**src/rtl/fft_frame_arbiter.sv**
```systemverilog
// fft_frame_arbiter: frame-granular round-robin arbiter sharing one FFT between two channels.
// Ports:
//   clk, reset                  clock, asynchronous active-high reset
//   req0_*/req1_*               sample streams from channel 0/1 (msg/val in, rdy out)
//   fft_in_*                    sample stream to the FFT (msg/val out, rdy in)
//   fft_out_*                   result stream from the FFT (msg/val in, rdy out)
//   resp0_*/resp1_*             result streams to channel 0/1 (msg/val out, rdy in)
//   owner, busy                 granted channel, high while a frame is in flight
//   frames0/frames1             completed-frame counters, built only with FFT_FRAME_ARB_STATS_EN
module fft_frame_arbiter #(
    parameter int BIT_WIDTH = 32,
    parameter int N_SAMPLES = 8
) (
    input  logic                 clk,
    input  logic                 reset,
    input  logic [BIT_WIDTH-1:0] req0_msg,
    input  logic                 req0_val,
    output logic                 req0_rdy,
    input  logic [BIT_WIDTH-1:0] req1_msg,
    input  logic                 req1_val,
    output logic                 req1_rdy,
    output logic [BIT_WIDTH-1:0] fft_in_msg,
    output logic                 fft_in_val,
    input  logic                 fft_in_rdy,
    input  logic [BIT_WIDTH-1:0] fft_out_msg,
    input  logic                 fft_out_val,
    output logic                 fft_out_rdy,
    output logic [BIT_WIDTH-1:0] resp0_msg,
    output logic                 resp0_val,
    input  logic                 resp0_rdy,
    output logic [BIT_WIDTH-1:0] resp1_msg,
    output logic                 resp1_val,
    input  logic                 resp1_rdy,
    output logic                 owner,
    output logic                 busy,
    output logic [15:0]          frames0,
    output logic [15:0]          frames1
);
    localparam int CW = $clog2(N_SAMPLES);
    localparam logic [CW-1:0] LAST = CW'(N_SAMPLES - 1);

    typedef enum logic [1:0] {IDLE, FEED, DRAIN} state_t;

    state_t          state, state_n;
    logic            owner_n, last_grant, last_grant_n;
    logic [CW-1:0]   cnt, cnt_n;

    always_ff @(posedge clk or posedge reset) begin
        if (reset) begin
            state      <= IDLE;
            owner      <= 1'b0;
            last_grant <= 1'b1;
            cnt        <= '0;
            busy       <= 1'b0;
        end else begin
            state      <= state_n;
            owner      <= owner_n;
            last_grant <= last_grant_n;
            cnt        <= cnt_n;
            busy       <= state_n != IDLE;
        end
    end

    always_comb begin
        state_n      = state;
        owner_n      = owner;
        last_grant_n = last_grant;
        cnt_n        = cnt;
        fft_in_msg   = owner ? req1_msg : req0_msg;
        fft_in_val   = 1'b0;
        req0_rdy     = 1'b0;
        req1_rdy     = 1'b0;
        fft_out_rdy  = 1'b0;
        resp0_val    = 1'b0;
        resp1_val    = 1'b0;
        case (state)
            IDLE: if (req0_val | req1_val) begin
                // a tie goes to the channel that did not win last time
                owner_n = (req0_val & req1_val) ? ~last_grant : req1_val;
                cnt_n   = '0;
                state_n = FEED;
            end
            FEED: begin
                fft_in_val = owner ? req1_val : req0_val;
                req0_rdy   = ~owner & fft_in_rdy;
                req1_rdy   = owner & fft_in_rdy;
                if ((owner ? req1_val : req0_val) & fft_in_rdy) begin
                    cnt_n   = cnt + 1'b1;
                    state_n = cnt == LAST ? DRAIN : FEED;
                end
            end
            DRAIN: begin
                resp0_val   = ~owner & fft_out_val;
                resp1_val   = owner & fft_out_val;
                fft_out_rdy = owner ? resp1_rdy : resp0_rdy;
                if (fft_out_val & (owner ? resp1_rdy : resp0_rdy) && cnt == LAST) begin
                    cnt_n        = '0;
                    last_grant_n = owner;
                    state_n      = IDLE;
                end else if (fft_out_val & (owner ? resp1_rdy : resp0_rdy)) begin
                    cnt_n = cnt + 1'b1;
                end
            end
            default: state_n = IDLE;
        endcase
    end

    // results are broadcast; only the owner sees val
    assign resp0_msg = fft_out_msg;
    assign resp1_msg = fft_out_msg;

`ifdef FFT_FRAME_ARB_STATS_EN
    logic frame_done;

    assign frame_done = state == DRAIN && fft_out_val && fft_out_rdy && cnt == LAST;

    always_ff @(posedge clk or posedge reset) begin
        if (reset) begin
            frames0 <= '0;
            frames1 <= '0;
        end else if (frame_done) begin
            frames0 <= frames0 + 16'(~owner);
            frames1 <= frames1 + 16'(owner);
        end
    end
`else
    assign frames0 = '0;
    assign frames1 = '0;
`endif
endmodule
```
**config.mk**
```make
export PLATFORM = sky130hd
export DESIGN_NAME = fft_frame_arbiter
export DESIGN_NICKNAME = d
export VERILOG_FILES = /design/src/rtl/fft_frame_arbiter.sv
export SDC_FILE = /design/constraint.sdc
export NUM_CORES = 1
export LEC_CHECK = 0
export ABC_AREA = 1
export CORE_MARGIN = 8
export CORE_UTILIZATION = 26
export CTS_CLUSTER_DIAMETER = 200
export DETAILED_ROUTE_END_ITERATION = 8
export GPL_ROUTABILITY_DRIVEN = 0
export PLACE_DENSITY = 0.86
export SETUP_SLACK_MARGIN = 0.3
export SYNTH_ARGS = -nofsm -noshare
export SYNTH_HDL_FRONTEND = slang
export SYNTH_SLANG_ARGS = --single-unit
```
**constraint.sdc**
```tcl
create_clock -name clk -period 1.87 [get_ports clk]
set_input_delay 0.2805 -clock clk [delete_from_list [all_inputs] [get_ports clk]]
set_output_delay 0.2805 -clock clk [all_outputs]
set_load 0.01 [all_outputs]
```
Word-level counts from Yosys, hierarchy flattened
Cells that the tools add are included.
Widths: inputs -> output; s select.
{ "totals": {"ff_bits": 8, "inputBits": 104, "output_inout_bits": 136, "wordCells": 49} }
{ "op_classes": {"addsub": 1, "n_eq_ne": 6, "mux": 20, "n_bitwise": 10, "reduce_logical": 7} }
{ "op_table": {"columns": ["operator", "n"], "rows": [
  ["$mux 32", 1],
  ["$mux 3", 4],
  ["$mux 1", 9],
  ["$pmux 3 s3", 1],
  ["$mux 2", 4],
  ["$and 1x1->1", 7],
  ["$pmux 2 s3", 1],
  ["$ne 2x2->1 const B", 2],
  ["$reduce_and 2->1", 2],
  ["$reduce_and 4->1", 1],
  ["$add 3x1->3 const B", 1],
  ["$eq 3x3->1 const B", 1],
  ["$ne 3x3->1 const B", 1],
  ["$reduce_bool 3->1", 1],
  ["$eq 2x1->1 const B", 1],
  ["$eq 2x2->1 const B", 1],
  ["$logic_not 2->1", 1],
  ["$not 1->1", 2],
  ["$reduce_bool 2->1", 1],
  ["$logic_and 1x1->1", 1],
  ["$or 1x1->1", 1]
]} }

Logic depth before layout (Yosys ltp)
{ "logic_depth": {"ltp_word": 6, "ltp_mapped": 10, "mapped_depth_nobuf": 10} }

Worst setup path after synthesis
OpenSTA, ideal clock, no wires.
{ "synth_path": {"kind": "register to output", "from": "register state[0]", "to": "output resp0_val", "arrival_ns": 1.224, "required_ns": 1.590, "path_slack_ns": 0.366, "path_stages_with_launch": 6, "n_path_buf": 1, "cell_sequence": "dfrtp_1 inv_1 ha_1 clkbuf_1 inv_1 nor3_1"} }
{ "synth_between": {"elab_chain_cells": 2} }
{ "synth_lines": {"columns": ["element", "line_no", "source"], "rows": [
  ["from (decl)", "44", "state_t state, state_n;"],
  ["from (signal assigned)", "56", "state <= state_n;"],
  ["$eq 2x2->1", "76", "case (state)"],
  ["$mux 1", "76", null],
  ["to (decl)", "29", "output logic resp0_val,"]
]} }
Every way passes these cells.

Worst setup path in the final report
{ "layout_path": {"from": "register owner", "to": "output fft_in_msg[8]"} }
{ "layout_between": {"elab_chain_cells": 1} }
{ "layout_lines": {"columns": ["element", "line_no", "source"], "rows": [
  ["from (decl)", "34", "output logic owner,"],
  ["from (signal assigned)", "57", "owner <= owner_n;"],
  ["$mux 32", "69", "fft_in_msg = owner ? req1_msg : req0_msg;"],
  ["to (decl)", "22", "output logic [BIT_WIDTH-1:0] fft_in_msg,"]
]} }
Every way passes these cells.

==> report_table.html <==
<table>
<tr><th>Metric</th><th>Value</th></tr>
<tr><th colspan="2">STA</th></tr>
<tr><td>Count of final setup violators</td><td>0</td></tr>
<tr><td>Worst clock skew</td><td>3.95 ps</td></tr>
<tr><td>Final worst path period share</td><td>88.2%</td></tr>
<tr><td>Max frequency</td><td>0.606 GHz</td></tr>
<tr><td>Worst-case hold slack</td><td>292 ps</td></tr>
<tr><td>Setup repair after global routing missed its margin</td><td>true</td></tr>
<tr><td>Final critical delay including setup and external delays</td><td>1650 ps</td></tr>
<tr><td>Number of max-slew violations in the final report</td><td>0</td></tr>
<tr><td>Final hold viol count</td><td>0</td></tr>
<tr><td>Sum Neg Setup Slack</td><td>0 ps</td></tr>
<tr><th colspan="2">Finish</th></tr>
<tr><td>Share of final-layout standard cells stronger than drive strength 1</td><td>27.9%</td></tr>
<tr><td>Filler cell count in the final layout</td><td>702</td></tr>
<tr><td>Final standard cell utilization of the core</td><td>38.6%</td></tr>
<tr><td>Top library cells by usage in the layout, fill and taps aside</td><td>nand2_1, clkdlybuf4s50_1, conb_1</td></tr>
<tr><td>Area growth syn-to-layout</td><td>44.6%</td></tr>
<tr><td>Final-stage net count</td><td>478</td></tr>
<tr><td>Most common library cell in the layout ignoring fill and taps</td><td>nand2_1</td></tr>
<tr><td>Post-Layout Inst Area</td><td>2610 µm²</td></tr>
<tr><td>Ant diodes</td><td>0</td></tr>
<tr><th colspan="2">Drt</th></tr>
<tr><td>Via count</td><td>1856</td></tr>
<tr><td>First-pass iteration count of the detailed router</td><td>4</td></tr>
<tr><td>Detailed router's first-iteration violation count</td><td>69</td></tr>
<tr><td>Antenna violation net count after detailed routing</td><td>0</td></tr>
<tr><td>DR DRC count</td><td>0</td></tr>
<tr><td>DR WL/cell</td><td>14.4 µm</td></tr>
<tr><td>Vias per Instance</td><td>4.17</td></tr>
<tr><td>Detailed-route wire length</td><td>6.40 mm</td></tr>
<tr><th colspan="2">Power and ir drop</th></tr>
<tr><td>Total power of the final layout</td><td>2.86 mW</td></tr>
<tr><td>Sequential fraction of design power</td><td>10.1%</td></tr>
<tr><td>Net load switching power</td><td>1.35 mW</td></tr>
<tr><td>Net Sw Frac</td><td>47.2%</td></tr>
<tr><td>Internal power contribution</td><td>1.51 mW</td></tr>
<tr><td>Share of power burned in combinational logic</td><td>82.4%</td></tr>
<tr><td>Cell area power density</td><td>1090 nW/µm²</td></tr>
<tr><td>Share of total power in the clock network</td><td>7.5%</td></tr>
<tr><td>Leakage</td><td>1.42 nW</td></tr>
<tr><td>Largest vdd supply drop</td><td>647 µV</td></tr>
<tr><th colspan="2">GRT</th></tr>
<tr><td>Vias in the first global route</td><td>1874</td></tr>
<tr><td>GRT Residual Overflow</td><td>0</td></tr>
<tr><td>GRT Util Overall</td><td>11.6%</td></tr>
<tr><td>Initial antenna violation count</td><td>0</td></tr>
<tr><td>Wire length of the first global-routing pass</td><td>9.55 mm</td></tr>
<tr><td>Largest net degree at the start of global routing</td><td>22</td></tr>
<tr><th colspan="2">Hold path</th></tr>
<tr><td>HP Class</td><td>in -&gt; async</td></tr>
<tr><th colspan="2">Placement</th></tr>
<tr><td>Count of input and output buffers</td><td>111</td></tr>
<tr><td>Estimated wirelength of the detail-placed design</td><td>5.41 mm</td></tr>
<tr><td>Placed Area</td><td>2490 µm²</td></tr>
<tr><th colspan="2">CTS</th></tr>
<tr><td>Clk Latency, worst-skew pair</td><td>230 ps</td></tr>
<tr><td>Clock tree from TritonCTS</td><td>yes</td></tr>
<tr><td>Clk slew on worst S/H paths</td><td>40 ps</td></tr>
<tr><td>Number of buffers inserted during clock tree synthesis</td><td>3</td></tr>
<tr><td>Root buffer cell</td><td>clkbuf_8</td></tr>
<tr><td>Clock tree buffer depth</td><td>2</td></tr>
<tr><td>TritonCTS Sinks</td><td>8</td></tr>
<tr><td>Deepest level of the CTS H-tree</td><td>1</td></tr>
<tr><td>Post-CTS Hold Buffers</td><td>0</td></tr>
<tr><th colspan="2">Floorplanning</th></tr>
<tr><td>Die height</td><td>99.3 µm</td></tr>
<tr><td>Row count</td><td>30</td></tr>
<tr><td>Initial Utilization</td><td>26.7%</td></tr>
<tr><td>Standard cell core area</td><td>6760 µm²</td></tr>
<tr><td>Num ports</td><td>240</td></tr>
<tr><td>Die Area</td><td>9860 µm²</td></tr>
<tr><td>X dimension of the die</td><td>99.3 µm</td></tr>
<tr><th colspan="2">Worst setup path</th></tr>
<tr><td>Crit end category</td><td>output pin</td></tr>
<tr><td>Data arrival time of the critical path</td><td>1370 ps</td></tr>
<tr><td>CP max-delay cell</td><td>dfrtp_2</td></tr>
<tr><td>Worst reg-to-reg setup slack</td><td>300 ps</td></tr>
<tr><td>Worst Path Class, Setup</td><td>reg -&gt; out</td></tr>
<tr><td>Highest cell delay on the worst timing path</td><td>400 ps</td></tr>
<tr><td>Worst Setup Start Kind</td><td>register</td></tr>
<tr><td>Biggest fanout along the worst timing path</td><td>8</td></tr>
<tr><td>Worst Reg-to-Reg Cells</td><td>13</td></tr>
<tr><td>RR Startpoint</td><td>owner</td></tr>
<tr><td>Reg-to-Reg End</td><td>cnt[1]</td></tr>
<tr><td>Cell-by-cell listing of the critical path</td><td>inv_4, buf_6, buf_8, buf_6, buf_6, nand2_4, nand2_1, buf_2</td></tr>
<tr><td>Data required time at the worst endpoint</td><td>1590 ps</td></tr>
<tr><td>Most frequent cell on the critical path</td><td>buf_6</td></tr>
<tr><th colspan="2">Synthesis</th></tr>
<tr><td>Biggest area contributors in the synthesized netlist</td><td>buf_4, nand2_1, dfrtp_1</td></tr>
<tr><td>Average cell area after synthesis</td><td>6.10 µm²</td></tr>
<tr><td>Number of warnings reported in the yosys synthesis log</td><td>0</td></tr>
<tr><td>Synth Instances</td><td>296</td></tr>
<tr><td>Seq/Total Area, Yosys</td><td>11.2%</td></tr>
<tr><td>Count of cell types in the netlist</td><td>23</td></tr>
<tr><td>Post-synthesis register bit count</td><td>8</td></tr>
<tr><td>Cell type contributing the most total cell area after synthesis</td><td>buf_4</td></tr>
<tr><td>Mapped Area</td><td>1800 µm²</td></tr>
<tr><td>Share of the synthesized area in the top cell type</td><td>39.9%</td></tr>
<tr><th colspan="2">Outcome</th></tr>
<tr><td>Run status</td><td>finished, final reports clean</td></tr>
<tr><th colspan="2">Job</th></tr>
<tr><td>Max-capacitance violation count</td><td>0</td></tr>
</table>
-- metrics by stage --
stage / worst slack (ps) / std cells
5_1_grt: 179 / 445
4_1_cts: 152 / 443
2_1_floorplan: 366 / 327
3_3_place_gp: 54.5 / 429
6_report: 221 / 445
3_5_place_dp: 18.3 / 429
-- worst max-delay path, delay by kind of cell (launching register included) --
family / cells / cell delay (ps)
buffers and inverters: 6 / 640
and+or+nand+nor: 2 / 90
DFF: 1 / 400
-- power by group through the flow --
stage / clock [mW] / sequential (mW) / combinational [mW]
after floorplan: 0 / 0.282 / 1.24
after global placement: 0 / 0.270 / 2.18
after detailed placement: 0 / 0.276 / 2.23
after CTS: 0.217 / 0.286 / 2.22
after global routing: 0.228 / 0.293 / 2.59
final: 0.214 / 0.288 / 2.35
-- metal layers --
layer | up-vias | routed length [µm] | GRT usage [%]
met3 | 2 | 692 | 4.54
met5 | - | 0 | 0
met4 | 0 | 15 | 1.75
li1 | 912 | - | -
met2 | 133 | 3330 | 22.1
met1 | 809 | 2370 | 11.8
-- timing repair --
action,4_1_cts,5_1_grt
setup endpoints to repair,39,37
pin swaps,0,7
setup buffers,10,2
gates resized for setup,125,59
-- synthesized netlist by cell type --
cell      number
dfrtp_1        7
ha_1           8
dfstp_2        1
o21ai_0        2
nor2_1         1
nand2_4        2
nand2_1      124
a21oi_2        1
a21oi_1        5
nand3_2        1
nor3_1         4
o21ai_1        1
buf_4         96
clkbuf_1       7
inv_2          1
buf_6          2
nand3_1       12
inv_1         15
nand2_2        1
conb_1         1
a31o_2         1
nand4_1        2
nor2_4         1
-- sequential cells by signal (all words and copies together) (netlist names) --
signal      flops
last_grant      1
owner           1
cnt             3
state           2
busy            1
-- worst max-delay path by stage --
| stage | endpoint | cells past startpoint | slack, ps | start |
|---|---|---|---|---|
| global placement | fft_out_rdy | 4 | 50 | resp1_rdy |
| floorplan | resp0_val | 5 | 370 | state[0] |
| finish | fft_in_msg[8] | 8 | 220 | owner |
| CTS | fft_in_msg[8] | 8 | 150 | owner |
| global route | fft_in_msg[8] | 8 | 180 | owner |
| detailed placement | fft_out_rdy | 4 | 20 | resp1_rdy |
-- kinds of logic (layout without fill, tap and decap cells) --
family / Yosys count / count (layout) / share of synthesized area (%)
buf+inv: 121 / 159 / 46.0
compound gates: 10 / 10 / 3.19
other cells: 1 / 32 / 0.208
flops: 8 / 8 / 11.2
fa+ha+maj: 8 / 8 / 5.55
simple gates: 148 / 148 / 33.9
-- layout make-up --
class	count	area (µm²)	area share [%]
clock buffer	4	45.0	1.73
inverter	16	62.6	2.40
multi-input combinational	198	980	37.6
sequential	8	204	7.82
tap	80	100	3.84
timing repair buffer	139	1220	46.7
Note: power is estimated with default switching activity, not from simulation.
